<file path="config.mk">
export PLATFORM = sky130hd
export DESIGN_NAME = mem_stage_flat
export DESIGN_NICKNAME = d
export VERILOG_FILES = /design/src/rtl/mem_stage_if.sv /design/src/rtl/mem_stage.sv /design/src/flat_wrapper.sv
export SDC_FILE = /design/constraint.sdc
export NUM_CORES = 1
export LEC_CHECK = 0
export CAP_MARGIN = 10
export CORE_MARGIN = 10
export CORE_UTILIZATION = 45
export DETAILED_ROUTE_END_ITERATION = 16
export GPL_TIMING_DRIVEN = 0
export HOLD_SLACK_MARGIN = 0.15
export PLACE_DENSITY_LB_ADDON = 0.2
export SLEW_MARGIN = 40
export SYNTH_ARGS = -nofsm -noshare
export SYNTH_HDL_FRONTEND = slang
export SYNTH_SLANG_ARGS = --single-unit
</file>
<file path="constraint.sdc">
create_clock -name clk -period 2.26 [get_ports clk]
set_input_delay 0.339 -clock clk [delete_from_list [all_inputs] [get_ports clk]]
set_output_delay 0.339 -clock clk [all_outputs]
set_load 0.01 [all_outputs]
</file>
<file path="src/rtl/mem_stage_if.sv">
// Data-memory channel between the memory-access stage and the data memory:
// a valid/ready request path plus a separate read-response path.
interface mem_stage_if;
  logic        MemReq;
  logic        MemReady;
  logic        MemWe;
  logic [31:0] MemAddr;
  logic [31:0] MemWdata;
  logic [3:0]  MemBe;
  logic        MemRvalid;
  logic [31:0] MemRdata;

  modport master (
    output MemReq, MemWe, MemAddr, MemWdata, MemBe,
    input  MemReady, MemRvalid, MemRdata
  );

  modport slave (
    input  MemReq, MemWe, MemAddr, MemWdata, MemBe,
    output MemReady, MemRvalid, MemRdata
  );
endinterface

</file>
<file path="src/rtl/mem_stage.sv">
// Memory-access pipeline stage: byte/half/word loads and stores with lane steering,
// load extension, misalignment detection, timeout abort and a registered write-back.
module mem_stage #(
  parameter int TIMEOUT_CYCLES = 255
) (
  input  logic        clk,
  input  logic        rst_n,
  input  logic        InValid,
  input  logic [31:0] ALU_result,
  input  logic [31:0] Rs2Data,
  input  logic        MemRead,
  input  logic        MemWrite,
  input  logic [2:0]  Funct3,
  input  logic [4:0]  RdIn,
  input  logic        RegWriteIn,
  output logic        Stall,
  mem_stage_if.master mem,
  output logic        WbValid,
  output logic [4:0]  WbRd,
  output logic        WbRegWrite,
  output logic [31:0] WbData,
  output logic        Misalign,
  output logic        BusErr
);

  typedef enum logic [1:0] {IDLE, REQ, WAIT} state_t;

  localparam logic [31:0] TLIM = 32'(TIMEOUT_CYCLES - 1);

  state_t      state, state_nxt;
  logic [31:0] addr_q, wdata_q, cnt;
  logic [3:0]  be_q;
  logic [2:0]  f3_q;
  logic [4:0]  rd_q;
  logic        we_q, rw_q;

  logic        is_mem, is_half, is_word, misaligned, latch, timeout;
  logic [3:0]  be_d;
  logic [31:0] wdata_d, ldata;
  logic [7:0]  lbyte;
  logic [15:0] lhalf;

  logic        wb_valid_d, wb_rw_d, mis_d, berr_d;
  logic [4:0]  wb_rd_d;
  logic [31:0] wb_data_d;

  // Funct3[1] set means word-sized; reserved codes therefore behave as LW.
  always_comb begin
    is_mem     = MemRead | MemWrite;
    is_half    = (Funct3[1:0] == 2'b01);
    is_word    = Funct3[1];
    misaligned = (is_half & ALU_result[0]) | (is_word & (ALU_result[1:0] != 2'b00));
    if (is_word) begin
      be_d    = 4'b1111;
      wdata_d = Rs2Data;
    end else if (is_half) begin
      be_d    = 4'b0011 << ALU_result[1:0];
      wdata_d = {2{Rs2Data[15:0]}};
    end else begin
      be_d    = 4'b0001 << ALU_result[1:0];
      wdata_d = {4{Rs2Data[7:0]}};
    end
  end

  always_comb begin
    case (addr_q[1:0])
      2'd0:    lbyte = mem.MemRdata[7:0];
      2'd1:    lbyte = mem.MemRdata[15:8];
      2'd2:    lbyte = mem.MemRdata[23:16];
      default: lbyte = mem.MemRdata[31:24];
    endcase
    lhalf = addr_q[1] ? mem.MemRdata[31:16] : mem.MemRdata[15:0];
    if (f3_q[1])
      ldata = mem.MemRdata;
    else if (f3_q[0])
      ldata = {{16{lhalf[15] & ~f3_q[2]}}, lhalf};
    else
      ldata = {{24{lbyte[7] & ~f3_q[2]}}, lbyte};
  end

  assign timeout = (cnt >= TLIM);

  assign mem.MemReq   = (state == REQ);
  assign mem.MemWe    = we_q;
  assign mem.MemAddr  = {addr_q[31:2], 2'b00};
  assign mem.MemWdata = wdata_q;
  assign mem.MemBe    = be_q;

  always_ff @(posedge clk or negedge rst_n) begin
    if (!rst_n) state <= IDLE;
    else        state <= state_nxt;
  end

  // Stall is released in whichever cycle registers a result, so upstream can advance
  // on the same edge that returns the FSM to IDLE.
  always_comb begin
    state_nxt  = state;
    Stall      = 1'b0;
    latch      = 1'b0;
    wb_valid_d = 1'b0;
    wb_rw_d    = 1'b0;
    wb_rd_d    = WbRd;
    wb_data_d  = WbData;
    mis_d      = 1'b0;
    berr_d     = 1'b0;
    unique case (state)
      IDLE: begin
        if (InValid) begin
          if (!is_mem) begin
            wb_valid_d = 1'b1;
            wb_rw_d    = RegWriteIn;
            wb_rd_d    = RdIn;
            wb_data_d  = ALU_result;
          end else if (misaligned) begin
            wb_valid_d = 1'b1;
            mis_d      = 1'b1;
            wb_rd_d    = RdIn;
          end else begin
            Stall     = 1'b1;
            latch     = 1'b1;
            state_nxt = REQ;
          end
        end
      end
      REQ: begin
        if (mem.MemReady) begin
          if (we_q) begin
            state_nxt  = IDLE;
            wb_valid_d = 1'b1;
            wb_rd_d    = rd_q;
          end else begin
            state_nxt = WAIT;
            Stall     = 1'b1;
          end
        end else if (timeout) begin
          state_nxt  = IDLE;
          wb_valid_d = 1'b1;
          berr_d     = 1'b1;
        end else begin
          Stall = 1'b1;
        end
      end
      WAIT: begin
        if (mem.MemRvalid) begin
          state_nxt  = IDLE;
          wb_valid_d = 1'b1;
          wb_rw_d    = rw_q;
          wb_rd_d    = rd_q;
          wb_data_d  = ldata;
        end else if (timeout) begin
          state_nxt  = IDLE;
          wb_valid_d = 1'b1;
          berr_d     = 1'b1;
        end else begin
          Stall = 1'b1;
        end
      end
      default: state_nxt = IDLE;
    endcase
  end

  always_ff @(posedge clk or negedge rst_n) begin
    if (!rst_n) begin
      addr_q  <= '0;
      wdata_q <= '0;
      be_q    <= '0;
      we_q    <= 1'b0;
      f3_q    <= '0;
      rd_q    <= '0;
      rw_q    <= 1'b0;
      cnt     <= '0;
    end else if (latch) begin
      addr_q  <= ALU_result;
      wdata_q <= wdata_d;
      be_q    <= be_d;
      we_q    <= MemWrite;
      f3_q    <= Funct3;
      rd_q    <= RdIn;
      rw_q    <= RegWriteIn;
      cnt     <= '0;
    end else if (state != IDLE) begin
      cnt <= cnt + 32'd1;
    end
  end

  always_ff @(posedge clk or negedge rst_n) begin
    if (!rst_n) begin
      WbValid    <= 1'b0;
      WbRd       <= '0;
      WbRegWrite <= 1'b0;
      WbData     <= '0;
      Misalign   <= 1'b0;
      BusErr     <= 1'b0;
    end else begin
      WbValid    <= wb_valid_d;
      WbRd       <= wb_rd_d;
      WbRegWrite <= wb_rw_d;
      WbData     <= wb_data_d;
      Misalign   <= mis_d;
      BusErr     <= berr_d;
    end
  end

endmodule

</file>
<file path="src/flat_wrapper.sv">
// flat-port wrapper written by rule: the top's interface ports become plain ports
module mem_stage_flat 
#(
  parameter int TIMEOUT_CYCLES = 255
)
  (clk, rst_n, InValid, ALU_result, Rs2Data, MemRead, MemWrite, Funct3, RdIn, RegWriteIn, Stall, WbValid, WbRd, WbRegWrite, WbData, Misalign, BusErr, mem_MemReq, mem_MemWe, mem_MemAddr, mem_MemWdata, mem_MemBe, mem_MemReady, mem_MemRvalid, mem_MemRdata);
  mem_stage_if mem_i ();
  input  logic clk;
  input  logic rst_n;
  input  logic InValid;
  input  logic [31:0] ALU_result;
  input  logic [31:0] Rs2Data;
  input  logic MemRead;
  input  logic MemWrite;
  input  logic [2:0] Funct3;
  input  logic [4:0] RdIn;
  input  logic RegWriteIn;
  output logic Stall;
  output logic WbValid;
  output logic [4:0] WbRd;
  output logic WbRegWrite;
  output logic [31:0] WbData;
  output logic Misalign;
  output logic BusErr;
  output wire logic [$bits(mem_i.MemReq)-1:0] mem_MemReq;
  output wire logic [$bits(mem_i.MemWe)-1:0] mem_MemWe;
  output wire logic [$bits(mem_i.MemAddr)-1:0] mem_MemAddr;
  output wire logic [$bits(mem_i.MemWdata)-1:0] mem_MemWdata;
  output wire logic [$bits(mem_i.MemBe)-1:0] mem_MemBe;
  input wire logic [$bits(mem_i.MemReady)-1:0] mem_MemReady;
  input wire logic [$bits(mem_i.MemRvalid)-1:0] mem_MemRvalid;
  input wire logic [$bits(mem_i.MemRdata)-1:0] mem_MemRdata;
  assign mem_MemReq = mem_i.MemReq;
  assign mem_MemWe = mem_i.MemWe;
  assign mem_MemAddr = mem_i.MemAddr;
  assign mem_MemWdata = mem_i.MemWdata;
  assign mem_MemBe = mem_i.MemBe;
  assign mem_i.MemReady = mem_MemReady;
  assign mem_i.MemRvalid = mem_MemRvalid;
  assign mem_i.MemRdata = mem_MemRdata;
  mem_stage #(.TIMEOUT_CYCLES(TIMEOUT_CYCLES)) u_core (.clk(clk), .rst_n(rst_n), .InValid(InValid), .ALU_result(ALU_result), .Rs2Data(Rs2Data), .MemRead(MemRead), .MemWrite(MemWrite), .Funct3(Funct3), .RdIn(RdIn), .RegWriteIn(RegWriteIn), .Stall(Stall), .mem(mem_i), .WbValid(WbValid), .WbRd(WbRd), .WbRegWrite(WbRegWrite), .WbData(WbData), .Misalign(Misalign), .BusErr(BusErr));
endmodule
</file>
# After elaboration in Yosys (flattened, before gate mapping)
# Index checks and enable logic that the tools add are counted.
[word_totals]
word_cells = 105
ram_bits = 0
latchBits = 0
rom_bits = 0
out_inout_bits = 112
reg_bits = 153
inputBits = 112
mem_count = 0
[op_classes]
div = 0
n_addsub = 1
n_reduce_logical = 10
n_mul = 0
shifts = 2
n_eq_ne = 13
order_cmp = 1
mux = 56
n_bitwise = 7
[op_table]
columns = ["op", "n"]
rows = [
  ["$mux W32", 9],
  ["$pmux W32 S2", 1],
  ["$add A32 B1 Y32 const B", 1],
  ["$ge A32 B8 Y1 const B", 1],
  ["$mux W5", 6],
  ["$pmux W8 S3", 1],
  ["$mux W1", 23],
  ["$mux W16", 1],
  ["$pmux W5 S3", 1],
  ["$mux W2", 7],
  ["$mux W4", 2],
  ["$ne A2 B2 Y1 const B", 4],
  ["$reduce_bool A2 Y1", 4],
  ["$eq A2 B1 Y1 const B", 3],
  ["$ne A2 B1 Y1 const B", 3],
  ["$pmux W1 S3", 2],
  ["$pmux W2 S3", 1],
  ["$reduce_and A6 Y1", 1],
  ["$and A1 B1 Y1", 4],
  ["$eq A2 B2 Y1 const B", 2],
  ["$logic_not A2 Y1", 2],
  ["$pmux W1 S2", 2],
  ["$reduce_and A4 Y1", 1],
  ["$shl A1 B2 Y4 const A", 1],
  ["6 further kinds", 7],
]

# Longest topological paths before layout
# Gate-level depths: netlist of the first run.
[logic_depth]
depth_word = 8
mapped_depth = 9
depth_no_buf = 7

# Worst setup path after synthesis of the first run
# Ideal clock, no wire load.
[synth_path]
path_kind = "reg-to-output"
from = "register u_core.state[0]"
to = "output port Stall"
path_buffers = 2
required_ns = 1.921
path_stages_with_launch = 8
t_arrival_ns = 1.634
setup_slack_ns = 0.287
path_cell_list = "dfrtp_1 -> inv_1 -> ha_1 -> nand2_1 -> or2_2 -> buf_2 -> buf_2 -> a31oi_1"
[synth_via]
elab_chain_cells = 2
elab_cells_between_ends = 4
cone_classes = "2 x eq/ne; 1 x mux; 1 x reduce/logical"
[synth_lines]
columns = ["element", "line", "text"]
rows = [
  ["from (decl)", "mem_stage.sv:30", "state_t state, state_nxt;"],
  ["from (signal assigned)", "mem_stage.sv:91", "else state <= state_nxt;"],
  ["$eq A2 B2 Y1 (tied with other cells)", "mem_stage.sv:106", "unique case (state)"],
  ["$pmux W1 S3 *", "mem_stage.sv:106", ""],
  ["to (decl)", "flat_wrapper.sv:18", "output logic Stall;"],
]
# Every way passes the cells marked *; elsewhere a longest branch is shown, timed or not.

# Worst setup path in the final report of the first run
[layout_path]
from = "register u_core.cnt[2]"
to = "output port Stall"
[layout_via]
elab_chain_cells = 4
elab_cells_between_ends = 5
cone_classes = "1 x order compare; 4 x mux"
[layout_lines]
columns = ["element", "line", "text"]
rows = [
  ["from (decl)", "mem_stage.sv:31", "logic [31:0] addr_q, wdata_q, cnt;"],
  ["from (signal assigned)", "mem_stage.sv:182", "cnt <= cnt + 32'd1;"],
  ["$ge A32 B8 Y1 *", "mem_stage.sv:81", "assign timeout = (cnt >= TLIM);"],
  ["$mux W1 *", "mem_stage.sv:135, mem_stage.sv:150", ""],
  ["$mux W1 (on tied branches)", "mem_stage.sv:144, mem_stage.sv:126", ""],
  ["$pmux W1 S3 *", "mem_stage.sv:106", ""],
]
# Marked as above.

==> impl_metrics.env, run 1 <==
export IMPL_power_density_nw_per_um2=1200
export IMPL_firstDrtPassIters=5
export IMPL_finalHoldViolCount=0
export IMPL_synth_edf_count=0
export IMPL_synth_area_um2=7750
export IMPL_timing_slew_headroom=0.505
export IMPL_mostFrequentLayoutCells="nand2_1 (239), clkdlybuf4s50_1 (218), dfrtp_1 (146)"
export IMPL_synth_seq_cells=153
export IMPL_cts_buffer_depth=2
export IMPL_htreeDepth=4
export IMPL_finalCriticalPeriod_ns=2.54
export IMPL_crit_required_ns=1.92
export IMPL_ioPinCount=224
export IMPL_min_path_type="in2async"
export IMPL_fmax_mhz=394
export IMPL_cts_sinks=153
export IMPL_gp_congestion=0.924
export IMPL_power_leakage_nw=4.89
export IMPL_yosysSeqAreaShare=0.494
export IMPL_finalSetupViolations=1
export IMPL_die_area_um2=22900
export IMPL_post_route_period_util=1.12
export IMPL_ant_nets=0
export IMPL_antenna_found_initial=0
export IMPL_violations="negative setup slack"
export IMPL_async_flop_share=1.00
export IMPL_synth_main_ff_cell="dfrtp_1"
export IMPL_fp_row_count=47
export IMPL_power_total_mw=13.3
export IMPL_place_ws_ns=-1.06
export IMPL_synth_avg_cell_area_um2=8.86
export IMPL_grt_max_degree=72
export IMPL_first_global_vias=7251
export IMPL_hpwlAfterDp_um=19900
export IMPL_synthDistinctLibCells=50
export IMPL_syn_inst=875
export IMPL_num_vias=7328
export IMPL_vias_per_cell=5.38
export IMPL_peakVddDrop_v=0.000656
export IMPL_cts_tree="yes"
export IMPL_insertion_delay_ns=0.43
export IMPL_crit_arrival_ns=2.20
export IMPL_final_common_cell="nand2_1"
export IMPL_cts_root_buf="clkbuf_16"
export IMPL_numCtsBuffers=17
export IMPL_status="finished with violations"
export IMPL_max_cap_violations=0
export IMPL_cp_max_fo=8
export IMPL_grt_util_all_layers=0.225
export IMPL_cp_startpoint="u_core.cnt[2]$_DFFE_PN0P_"
export IMPL_criticalPathCategory="reg2out"
export IMPL_wl_per_cell_um=19.2
export IMPL_core_area_um2=16800
export IMPL_syn2layout_area_growth_pct=42.9
export IMPL_postLayoutSetupSlackWorst_ns=-0.280
export IMPL_rsz0062_at_grt="yes"
export IMPL_yosysWarnings=0
export IMPL_drc=0
export IMPL_io_buffers=221
export IMPL_nets=1246
export IMPL_wl_um=26200
export IMPL_drtIter0Drc=445
export IMPL_cp_end_kind="output pin"
export IMPL_fin_skew_ns=0.00918
export IMPL_worstSetupStartpointType="register"
export IMPL_reg2reg_from="u_core.state[0]$_DFFE_PN0P_"
export IMPL_grt_pass1_wl_um=40100
export IMPL_die_x_um=151
export IMPL_cts_clk_slew_worst_paths_ns=0.07
export IMPL_slew_viol_final=0
export IMPL_num_antenna_cells=0
export IMPL_overflow=0
export IMPL_drive_above_1_share=0.134
export IMPL_worst_pin_slew_ns=0.736
export IMPL_fp_dieH_um=151
export IMPL_initial_core_util=0.463
[power by group]
part	total, mW	leakage [nW]	switching (mW)	internal, mW
registers	4.39	1.93	0.606	3.79
logic	6.16	2.70	3.00	3.16
clock network	2.76	0.269	1.20	1.56
[worst max-delay path, cell delays in order, from the launching register on]
cell and delay (ns):
dfrtp_1 0.42, nand3_1 0.36, nor3_1 0.12, or3_4 0.40, nand2b_4 0.16, a31oi_4 0.20, buf_6 0.12
[per-layer routing]
metal	GRT usage	vias up	wire (um)
met5	0	-	0
met1	0.285	3492	11000
met4	0.0688	0	400
li1	-	3512	-
met2	0.368	292	12300
met3	0.0612	32	2450
[per-stage QoR]
stage	util	std cells	hold WS (ns)	setup TNS (ns)	instance area, um^2
CTS	0.654	1353	0.337	-0.287	11000
global route	0.661	1361	0.357	-0.371	11100
floorplan	-	876	0.0434	0	7760
global placement	0.611	1317	0.453	-884.19	10200
finish	0.661	1361	0.340	-0.280	11100
detailed placement	0.615	1319	0.201	-39.62	10300
[cells by family (layout without fill, tap and decap cells)]
family / after synthesis / after routing / share of synthesized area
muxes: 45 / 45 / 0.0613
adders and majority gates: 6 / 6 / 0.00968
and+or+nand+nor: 378 / 378 / 0.212
xor gates and xnor gates: 3 / 3 / 0.00339
other: 1 / 2 / 0.000484
AOI/OAI and AO/OA: 197 / 197 / 0.155
buffers and inverters: 92 / 357 / 0.0642
DFF: 153 / 153 / 0.494
[area by class of cell]
| cell class | count | area (um^2) |
|---|---|---|
| clock buffers | 20 | 447 |
| fillers | 1463 | 5680 |
| well taps | 220 | 275 |
| repair buffers | 236 | 2370 |
| flip-flops and latches | 153 | 3840 |
| multi-input cells | 631 | 3530 |
| clock inverters | 12 | 118 |
| inverters | 10 | 37.5 |
| plain buffers | 79 | 460 |
[what timing repair did]
item                                    4_1_cts  5_1_grt
gates resized for setup                      20       25
hold buffers                                  1        0
pin swaps                                     6        6
hold endpoints to repair                     82        0
buffers inserted                              4        8
gates cloned                                  0        0
endpoints found under the setup margin       37       47
[registers in the layout, indices dropped and copies added, names as in the netlist]
name / flops
u_core.rd_q: 5
u_core.rw_q: 1
u_core.BusErr: 1
u_core.mem.MemWe: 1
u_core.WbData: 32
u_core.addr_q: 32
u_core.WbRd: 5
u_core.WbRegWrite: 1
u_core.WbValid: 1
u_core.Misalign: 1
u_core.state: 2
u_core.cnt: 32
u_core.mem.MemWdata: 32
u_core.f3_q: 3
u_core.mem.MemBe: 4
[worst paths after layout]
path,end,slack [ns],depth (start not counted)
max,Stall,-0.28,6
min,u_core.addr_q[19]$_DFFE_PN0P_,0.34,2
max reg2reg,u_core.cnt[9]$_DFFE_PN0P_,0.10,9
min reg2reg,u_core.mem.MemBe[2]$_DFFE_PN0P_,0.47,2
max in group asynchronous,u_core.mem.MemBe[2]$_DFFE_PN0P_,0.95,4
min in group clk,u_core.f3_q[2]$_DFFE_PN0P_,0.45,3
[cells in the mapped netlist (2+ instances only)]
cell      count  share of area
nand2_1     241           0.12
dfrtp_1     153           0.49
o21ai_0      85          0.055
nor2_1       43          0.021
a21oi_1      40          0.026
buf_4        35          0.034
clkbuf_1     29          0.014
mux2i_1      25          0.032
nand3_1      25          0.016
mux2_2       20          0.029
a31oi_1      18          0.015
buf_2        17          0.011
o221ai_1     15          0.017
nand2b_1     13          0.010
o31ai_1      12          0.012
nand4_1      11         0.0089
nor3_1       11         0.0071
inv_1        10         0.0048
o211ai_1      9         0.0087
nor4_1        8         0.0065
nor2b_1       7         0.0056
ha_1          6         0.0097
or3_1         4         0.0032
nand3b_1      3         0.0029
xnor2_1       3         0.0034
a21o_1        2         0.0019
and3_1        2         0.0016
and4_1        2         0.0023
o21a_1        2         0.0019
o21ai_1       2         0.0013
o41ai_1       2         0.0023
or2_2         2         0.0016
Power figures use the tool's default switching activity.
==> inputs of run 2 (changes only) <==
--- a/config.mk
+++ b/config.mk
@@ -6,6 +6,7 @@
 export NUM_CORES = 1
 export LEC_CHECK = 0
 export CAP_MARGIN = 10
+export CORE_ASPECT_RATIO = 2
 export CORE_MARGIN = 10
 export CORE_UTILIZATION = 45
 export DETAILED_ROUTE_END_ITERATION = 16
==> run 2 against run 1 <==
The run still ends with negative setup slack left. Combinational power rose by 2%. Maximum frequency rose by 0.50%. Clock skew fell by 0.0023 ns. Register-to-register slack got worse by 0.04 ns.
==> impl_metrics.env, run 2 (synthesized netlist as in run 1, its figures left out) <==
export IMPL_status="finished with violations"
export IMPL_violations="negative setup slack"
export IMPL_grt_util_all_layers=0.236
export IMPL_p_comb_frac=0.465
export IMPL_vias_per_cell=5.47
export IMPL_fin_hold_ws_ns=0.359
export IMPL_grt_pass1_wl_um=43100
export IMPL_num_vias=7404
export IMPL_cts_tree="yes"
export IMPL_hpwlAfterDp_um=21600
export IMPL_cp_end_kind="output pin"
export IMPL_fin_skew_ns=0.00692
export IMPL_path_buf_inv=1
export IMPL_finalCriticalPeriod_ns=2.53
export IMPL_regArea_um2=3840
export IMPL_max_cap_violations=0
export IMPL_crit_required_ns=1.92
export IMPL_peakVddDrop_v=0.000614
export IMPL_postLayoutSetupSlackWorst_ns=-0.267
export IMPL_crit_arrival_ns=2.19
export IMPL_firstDrtPassIters=5
export IMPL_finalHoldViolCount=0
export IMPL_first_global_vias=7803
export IMPL_fp_row_count=67
export IMPL_design_area_um2=11200
export IMPL_worstSetupStartpointType="register"
export IMPL_reg2reg_from="u_core.cnt[14]$_DFFE_PN0P_"
export IMPL_switching_share=0.361
export IMPL_ioPinCount=224
export IMPL_drc=0
export IMPL_initial_core_util=0.460
export IMPL_grt_max_degree=66
export IMPL_slew_viol_final=0
export IMPL_rrSetupSlack_ns=0.06
export IMPL_power_leakage_nw=4.93
export IMPL_power_total_mw=13.5
export IMPL_io_buffers=221
export IMPL_drive_above_1_share=0.142
export IMPL_cts_sinks=153
export IMPL_cts_root_buf="clkbuf_16"
export IMPL_timing_slew_headroom=0.532
export IMPL_criticalPathCategory="reg2out"
export IMPL_crit_family="simple AND/OR/NAND/NOR gates"
export IMPL_max_stage_delay_ns=0.40
export IMPL_drtIter0Drc=399
export IMPL_cts_buffer_depth=2
export IMPL_finalSetupViolations=1
export IMPL_critical_path_cell_chain="nor4_2 > nand4_1 > or3_4 > nand2b_4 > a31oi_4 > buf_6"
export IMPL_critPathSlowestCell="dfrtp_1"
export IMPL_fmax_mhz=396
export IMPL_wl_um=27700
export IMPL_nets=1251
export IMPL_rsz0062_at_grt="yes"
export IMPL_ff2ff_path_depth=10
export IMPL_power_switching_mw=4.88
export IMPL_num_antenna_cells=0
export IMPL_min_path_type="in2async"
export IMPL_numCtsBuffers=17
export IMPL_antenna_found_initial=2
export IMPL_seqPwrFrac=0.326
export IMPL_post_route_period_util=1.12
export IMPL_p_int_mw=8.63
export IMPL_wl_per_cell_um=20.5
export IMPL_core_area_um2=16800
export IMPL_reg2reg_to="u_core.state[1]$_DFFE_PN0P_"
export IMPL_p_clk_frac=0.209
export IMPL_die_area_um2=23200
export IMPL_fillers=1392
export IMPL_power_density_nw_per_um2=1210
export IMPL_gp_congestion=1.00
export IMPL_overflow=0
export IMPL_htreeDepth=4
export IMPL_final_common_cell="nand2_1"
export IMPL_die_x_um=113
export IMPL_multi_input_area_um2=3570
export IMPL_syn2layout_area_growth_pct=43.8
export IMPL_fp_dieH_um=206
export IMPL_cts_clk_slew_worst_paths_ns=0.06
export IMPL_placedInstanceArea_um2=10300
export IMPL_insertion_delay_ns=0.42
export IMPL_ant_nets=0
export IMPL_mostFrequentLayoutCells="nand2_1 (240), clkdlybuf4s50_1 (216), dfrtp_1 (143)"
export IMPL_worst_pin_slew_ns=0.703
export IMPL_cp_max_fo=2
export IMPL_final_util=0.662
run 2: cell types whose count changed in the layout (fill, tap and decap cells not counted), moves of 2 or more:
cell | before | now
buf_4 | 48 | 50
clkinvlp_4 | 3 | 5
clkbuf_2 | 3 | 8
dfrtp_2 | 7 | 10
clkdlybuf4s50_1 | 218 | 216
o21ai_1 | 1 | 3
o21ai_0 | 85 | 83
clkinv_4 | 3 | 1
dfrtp_1 | 146 | 143
buf_6 | 1 | 3
clkbuf_4 | 2 | 0
dlygate4sd2_1 | 1 | 3
run 2: how the worst max path moves through the flow:
stage | from | to | slack (ns) | depth (start not counted)
2_1_floorplan | u_core.state[0]$_DFFE_PN0P_ | Stall | 0.29 | 7
3_3_place_gp | rst_n | u_core.mem.MemWdata[3]$_DFFE_PN0P_ | -5.59 | 1
3_5_place_dp | ALU_result[1] | Stall | -1.06 | 8
4_1_cts | u_core.cnt[14]$_DFFE_PN0P_ | Stall | -0.28 | 6
5_1_grt | u_core.cnt[19]$_DFFE_PN0P_ | Stall | -0.33 | 6
6_report | u_core.cnt[14]$_DFFE_PN0P_ | Stall | -0.27 | 6
run 2: power by group through the flow:
stage	Sequential, mW	Combinational, mW	Clock (mW)
after floorplan	4.65	2.77	0
after global placement	4.41	6.08	0
after detailed placement	4.45	6.15	0
after CTS	4.41	6.27	2.87
after global routing	4.55	6.85	2.96
final	4.41	6.28	2.82
run 2: area by class of cell:
cell class                 count  share of cell area
timing repair buffer         240               0.216
multi-input combinational    631               0.320
clock buffer                  22              0.0407
clock inverter                10              0.0108
sequential                   153               0.344
tap                          207              0.0232
inverter                      10             0.00337
buffer                        80              0.0420
run 2: through the flow:
stage / instances / worst slack [ns] / TNS, ns
after floorplan: 876 / 0.287 / 0
after global placement: 1304 / -5.59 / -885.62
after detailed placement: 1306 / -1.06 / -32.97
after CTS: 1348 / -0.276 / -0.739
after global routing: 1353 / -0.334 / -0.404
final: 1353 / -0.267 / -0.267
run 2: layer usage:
metal  up-vias  wire length [um]  GRT usage
li1       3509                 -          -
met1      3525              9570      0.237
met2       289             15200      0.441
met3        77              1600     0.0522
met4         4              1260      0.118
met5         -                27          0
run 2: worst register-to-register path: cells and delay by family (launching register included):
| kind | cells | cell delay [ns] |
|---|---|---|
| buffers and inverters | 5 | 0.66 |
| AOI/OAI and AO/OA | 3 | 0.58 |
| and+or+nand+nor | 2 | 0.52 |
| DFF | 1 | 0.40 |
run 2: timing repair:
action                                 4_1_cts  5_1_grt
pin swaps                                    6        9
buffers inserted                            11        8
endpoints found under the hold margin       89        0
setup endpoints to repair                   39       49
gates resized for setup                     36       24
hold buffers                                 1        0
